`src/rtl/spi_pkg.sv`:
```
// Shared types and defaults for the SPI master transfer engine.
package spi_pkg;

  localparam int unsigned DEF_N       = 5;
  localparam int unsigned DEF_CLK_DIV = 4;
  localparam int unsigned DEF_DW      = 8;

  // Per-bit fill values, replicated to the word width by the engine
  localparam logic FILL_1S = 1'b1;
  localparam logic FILL_0S = 1'b0;

  typedef enum logic [2:0] {
    ST_IDLE,
    ST_LOAD,
    ST_FETCH,
    ST_SHIFT,
    ST_STORE,
    ST_DONE
  } state_t;

endpackage

```
`src/rtl/spi_sclk_gen.sv`:
```
// SCLK generator: toggles sclk every CLK_DIV clocks while run is high.
// The ticks flag the cycle whose closing edge makes sclk rise or fall.
module spi_sclk_gen
  import spi_pkg::*;
#(
  parameter int unsigned CLK_DIV = DEF_CLK_DIV
) (
  input  logic clk,
  input  logic rst,
  input  logic run,
  output logic sclk,
  output logic rise_tick,
  output logic fall_tick
);

  localparam int unsigned CW = (CLK_DIV > 1) ? $clog2(CLK_DIV) : 1;

  logic [CW-1:0] cnt;
  logic          wrap;

  assign wrap      = run && (cnt == CW'(CLK_DIV - 1));
  assign rise_tick = wrap && !sclk;
  assign fall_tick = wrap && sclk;

  always_ff @(posedge clk or negedge rst) begin
    if (!rst) begin
      cnt  <= '0;
      sclk <= 1'b0;
    end else if (!run) begin
      cnt  <= '0;
      sclk <= 1'b0;
    end else if (wrap) begin
      cnt  <= '0;
      sclk <= ~sclk;
    end else begin
      cnt <= cnt + CW'(1);
    end
  end

endmodule

```
`src/rtl/spi_master_engine.sv`:
```
// SPI mode-0 master engine: shifts n_tx_end+1 words MSB first from the TX
// buffer, writes each received word to the RX buffer, then pulses wr2_c.
module spi_master_engine
  import spi_pkg::*;
#(
  parameter int unsigned N       = DEF_N,
  parameter int unsigned CLK_DIV = DEF_CLK_DIV,
  parameter int unsigned DW      = DEF_DW
) (
  input  logic          clk,
  input  logic          rst,
  input  logic          send,
  input  logic          cs_ctrl,
  input  logic          all_1s,
  input  logic          all_0s,
  input  logic [N:0]    n_tx_end,
  output logic [N:0]    tx_addr,
  input  logic [DW-1:0] tx_data,
  output logic          rx_wr,
  output logic [N:0]    rx_addr,
  output logic [DW-1:0] rx_data,
  output logic          wr2_c,
  output logic          hold_ctrl,
  output logic [N+1:0]  n_rx_end,
  output logic          busy,
  output logic          sclk,
  output logic          mosi,
  input  logic          miso,
  output logic          cs
);

  localparam int unsigned BW = $clog2(DW + 1);

  state_t        state;
  logic [N:0]    last_q;
  logic [N:0]    byte_cnt;
  logic [DW-1:0] shreg;
  logic [DW-1:0] fill_byte;
  logic [BW-1:0] bit_cnt;
  logic          run;
  logic          rise_tick;
  logic          fall_tick;

  // Chip select is software-owned; the engine never gates it
  assign cs  = cs_ctrl;
  assign run = (state == ST_SHIFT);

  always_comb begin
    fill_byte = tx_data;
    if (all_1s)      fill_byte = {DW{FILL_1S}};
    else if (all_0s) fill_byte = {DW{FILL_0S}};
  end

  spi_sclk_gen #(.CLK_DIV(CLK_DIV)) u_sclk_gen (
    .clk       (clk),
    .rst       (rst),
    .run       (run),
    .sclk      (sclk),
    .rise_tick (rise_tick),
    .fall_tick (fall_tick)
  );

  // One shift register serves both directions: MSB drives mosi, miso enters at the LSB
  always_ff @(posedge clk or negedge rst) begin
    if (!rst) begin
      state     <= ST_IDLE;
      last_q    <= '0;
      byte_cnt  <= '0;
      shreg     <= '0;
      bit_cnt   <= '0;
      tx_addr   <= '0;
      rx_wr     <= 1'b0;
      rx_addr   <= '0;
      rx_data   <= '0;
      wr2_c     <= 1'b0;
      hold_ctrl <= 1'b0;
      n_rx_end  <= '0;
      busy      <= 1'b0;
      mosi      <= 1'b0;
    end else begin
      rx_wr     <= 1'b0;
      hold_ctrl <= 1'b0;
      wr2_c     <= 1'b0;
      case (state)
        ST_IDLE: begin
          if (send) begin
            last_q   <= n_tx_end;
            byte_cnt <= '0;
            n_rx_end <= '0;
            tx_addr  <= '0;
            busy     <= 1'b1;
            state    <= ST_LOAD;
          end
        end
        ST_LOAD: begin
          state <= ST_FETCH;
        end
        ST_FETCH: begin
          shreg   <= fill_byte;
          mosi    <= fill_byte[DW-1];
          bit_cnt <= '0;
          state   <= ST_SHIFT;
        end
        ST_SHIFT: begin
          if (rise_tick) begin
            shreg   <= {shreg[DW-2:0], miso};
            bit_cnt <= bit_cnt + BW'(1);
          end
          if (fall_tick) begin
            if (bit_cnt == BW'(DW)) begin
              rx_wr     <= 1'b1;
              rx_addr   <= byte_cnt;
              rx_data   <= shreg;
              hold_ctrl <= 1'b1;
              state     <= ST_STORE;
            end else begin
              mosi <= shreg[DW-1];
            end
          end
        end
        ST_STORE: begin
          n_rx_end <= (N+2)'(byte_cnt) + (N+2)'(1);
          if (byte_cnt == last_q) begin
            wr2_c <= 1'b1;
            state <= ST_DONE;
          end else begin
            byte_cnt <= byte_cnt + (N+1)'(1);
            tx_addr  <= byte_cnt + (N+1)'(1);
            state    <= ST_LOAD;
          end
        end
        ST_DONE: begin
          busy  <= 1'b0;
          state <= ST_IDLE;
        end
        default: begin
          state <= ST_IDLE;
        end
      endcase
    end
  end

endmodule

```
`config.mk`:
```
export PLATFORM = sky130hd
export DESIGN_NAME = spi_master_engine
export DESIGN_NICKNAME = d
export VERILOG_FILES = /design/src/rtl/spi_pkg.sv /design/src/rtl/spi_sclk_gen.sv /design/src/rtl/spi_master_engine.sv
export SDC_FILE = /design/constraint.sdc
export NUM_CORES = 1
export LEC_CHECK = 0
export CORE_ASPECT_RATIO = 0.5
export CORE_UTILIZATION = 31
export DETAILED_ROUTE_END_ITERATION = 16
export PLACE_DENSITY = 0.5
export RECOVER_POWER = 50
export SYNTH_ARGS = -nofsm -noshare
export SYNTH_HDL_FRONTEND = slang
export SYNTH_HIERARCHICAL = 1
export SYNTH_SLANG_ARGS = --single-unit
```
`constraint.sdc`:
```
create_clock -name clk -period 3.1 [get_ports clk]
set_input_delay 0.62 -clock clk [delete_from_list [all_inputs] [get_ports clk]]
set_output_delay 0.62 -clock clk [all_outputs]
set_load 0.01 [all_outputs]
```
==> impl_metrics.env <==
export IMPL_status="completed"
export IMPL_holdBufCountCts=0
export IMPL_path_clk_slew_ns=0.07
export IMPL_place_gp_congestion=0.810
export IMPL_grt_overflow=0
export IMPL_clockBufferDepth=2
export IMPL_htreeDepth=2
export IMPL_wl_um=6190
export IMPL_worst_pin_slew_ns=1.12
export IMPL_synth_xor_area_share_pct=3.63
export IMPL_regArea_sq_um=1380
export IMPL_yosysWarnings=6
export IMPL_postCtsSetupBuffers=0
export IMPL_initial_core_util_pct=32.6
export IMPL_cts_sinks=55
export IMPL_grtUsageTotal_pct=15.2
export IMPL_synth_compound_area_share_pct=13.3
export IMPL_synth_fp_nets=280
export IMPL_synth_area_leaders="dfrtp_1, nand2_1, mux2_4, o21ai_0, a211oi_1"
export IMPL_synthCells=255
export IMPL_synth_seq_cells=55
export IMPL_rsz0062_at_grt="false"
export IMPL_crit_chain="nand2b_1 > nor2_1 > and3_2 > nand2_1 > nor4_4 > buf_4 > mux2_2"
export IMPL_drive_gt1_share_pct=11.3
export IMPL_max_stage_delay_ns=0.47
export IMPL_skew_ns=0.00730
export IMPL_cp_end_kind="flop"
export IMPL_fp_dieH_um=67.5
export IMPL_maxCapViolations=0
export IMPL_slowest_stage="dfrtp_1"
export IMPL_fmax_mhz=380
export IMPL_die_w_um=133
export IMPL_p_leak_uw=0.00146
export IMPL_synth_top_area_cell="dfrtp_1"
export IMPL_avgSynthCellArea_sq_um=10.4
export IMPL_finish_utilization_pct=41.9
export IMPL_yosys_most_used_dff="dfrtp_1"
export IMPL_finalCritPeriodShare_pct=85.0
export IMPL_multiInputGateArea_sq_um=1140
export IMPL_ff2ff_path_depth=7
export IMPL_min_delay_start="u_sclk_gen/cnt[0]"
export IMPL_dr_pass1_iters=4
export IMPL_cp_arrival_ns=2.81
export IMPL_io_buffers=52
export IMPL_cts_buffers=5
export IMPL_worstSetupPathType="flop to flop"
export IMPL_synth_edff_count=0
export IMPL_clock_latency_ns=0.29
export IMPL_row_count=23
export IMPL_fill_cells=778
export IMPL_ys_async_sr_fraction_pct=100
export IMPL_yosys_mux_area_fraction_pct=7.82
export IMPL_timing_rr_start="state[2]"
export IMPL_whs_endpoint="u_sclk_gen/cnt[0]"
export IMPL_rrSetupSlack_ns=0.47
export IMPL_drc=0
export IMPL_rr_endpoint="rx_addr[0]"
export IMPL_synth_area_sq_um=2660
export IMPL_n_antenna_cell=0
export IMPL_yosysUniqueCellTypes=44
export IMPL_yosysMostFrequentCell="dfrtp_1"
export IMPL_wl_per_cell_um=14.9
export IMPL_fin_crit_ns=2.63
export IMPL_setup_tns_final_ns=0
export IMPL_min_path_type="flop to flop"
export IMPL_grt_pass1_wl_um=10500
export IMPL_first_global_vias=2075
export IMPL_area_delta_synth_final_pct=28.5
export IMPL_worst_path_buf_inv=1
export IMPL_hold_path_depth=1
export IMPL_ant_nets=0
export IMPL_nNetsFinal=326
export IMPL_vias=2043
export IMPL_final_hold_viol_count=0
export IMPL_synth_top_cell_area_share_pct=51.8
export IMPL_grt_max_degree=22
export IMPL_worst_path_max_fanout=12
export IMPL_ys_top_cells_by_count="dfrtp_1, nand2_1, nor2_1, o21ai_0, a21oi_1"
export IMPL_cts_tree="yes"
export IMPL_powerDensity_nw_per_um2=429
export IMPL_cts_resized=0
export IMPL_synth_top_family_by_area="simple AND/OR/NAND/NOR gates"
export IMPL_antenna_found_initial=0
export IMPL_slew_viol_final=0
export IMPL_pin_count=55
export IMPL_crit_family="simple AND/OR/NAND/NOR gates"
export IMPL_synthAdderAreaFrac_pct=1.88
export IMPL_power_uw=1470
export IMPL_core_sq_um=8140
export IMPL_synth_seq_area_share_pct=51.8
export IMPL_yosys_area_share_simple_pct=16.8
export IMPL_dpl_hpwl_um=4320
export IMPL_cts_root_buf="clkbuf_16"
export IMPL_die_area_sq_um=8970
export IMPL_slew_headroom_pct=25.6
export IMPL_viasPerCell=4.93
export IMPL_setup_violations=0
export IMPL_required_ns=3.28
export IMPL_drt_iter0_drc=104
export IMPL_ir_drop_mv=0.233
export IMPL_startpoint_type="flop"
-- flip-flops by register name, indices dropped and copies added (netlist names) --
| signal | flops |
|---|---|
| rx_data | 8 |
| shreg | 8 |
| n_rx_end | 7 |
| byte_cnt | 6 |
| last_q | 6 |
| rx_addr | 6 |
| bit_cnt | 4 |
| state | 3 |
| u_sclk_gen/cnt | 2 |
| busy | 1 |
| hold_ctrl | 1 |
| mosi | 1 |
| u_sclk_gen/sclk | 1 |
| wr2_c | 1 |
-- power by group --
group	internal [uW]	switching, uW	total [uW]	leakage [uW]
registers	727	10.4	738	0.000652
clock network	402	261	664	0.0000868
logic	33.9	30.1	64.0	0.000717
-- per-layer routing --
layer / GRT usage, % / share of wire (%)
met5: 0 / 0
met4: 4.60 / 0.97
met3: 3.68 / 3.2
met2: 25.3 / 47
met1: 19.9 / 48
-- placed cells by master (no fill, tap or decap), types with 2 or more instances in the layout --
master            n
dfrtp_1          55
nand2_1          41
clkdlybuf4s50_1  40
nor2_1           15
o21ai_0          14
a21oi_1          13
dlygate4sd3_1    11
a211oi_1          9
mux2_4            8
o22ai_1           7
inv_1             6
xor2_1            6
mux2_2            6
xnor2_1           5
nor3_1            5
clkbuf_16         5
nand3_1           4
ha_1              4
clkbuf_1          4
buf_4             4
nand4_1           3
nor3b_1           3
a311oi_1          3
or2_2             2
a31o_2            2
mux2i_1           2
nand3b_1          2
o31ai_1           2
o21bai_1          2
-- how the worst max path moves through the flow --
stage               startpoint     endpoint  slack [ns]  cells after the start
finish                state[2]   rx_addr[0]        0.47                      7
global route          state[1]   rx_addr[0]        0.23                      7
CTS                   state[2]   rx_addr[0]        0.60                      7
detailed placement    state[1]   rx_addr[0]        0.63                      7
global placement          send  byte_cnt[5]        0.66                      5
floorplan             state[2]   rx_addr[2]        0.90                      9
-- metrics by stage --
| step | hold WS [ns] | cell area (sq um) | worst slack [ns] | cells |
|---|---|---|---|---|
| after detailed placement | 0.451 | 3260 | 0.627 | 406 |
| after floorplan | 0.324 | 2660 | 0.902 | 255 |
| after CTS | 0.294 | 3430 | 0.604 | 414 |
| after global routing | 0.469 | 3410 | 0.229 | 414 |
| after global placement | 0.431 | 3260 | 0.657 | 406 |
| final | 0.459 | 3410 | 0.466 | 414 |
-- area by class of cell --
type / instances / share of cell area, %
Sequential cell: 55 / 40.3
Multi-Input combinational cell: 174 / 33.5
Timing Repair Buffer: 59 / 16.3
Tap cell: 112 / 4.11
Clock buffer: 6 / 4.07
Clock inverter: 2 / 1.03
Inverter: 6 / 0.660
-- cell families (layout without fill, tap and decap cells) --
logic type | after synthesis | after routing
AO/OA/AOI/OAI | 56 | 56
XOR/XNOR | 11 | 11
adder cells (fa/ha/maj) | 4 | 4
buffers and inverters | 26 | 73
flip-flops | 55 | 55
multiplexers | 16 | 16
AND/OR/NAND/NOR | 87 | 87
Power figures use the tool's default switching activity.
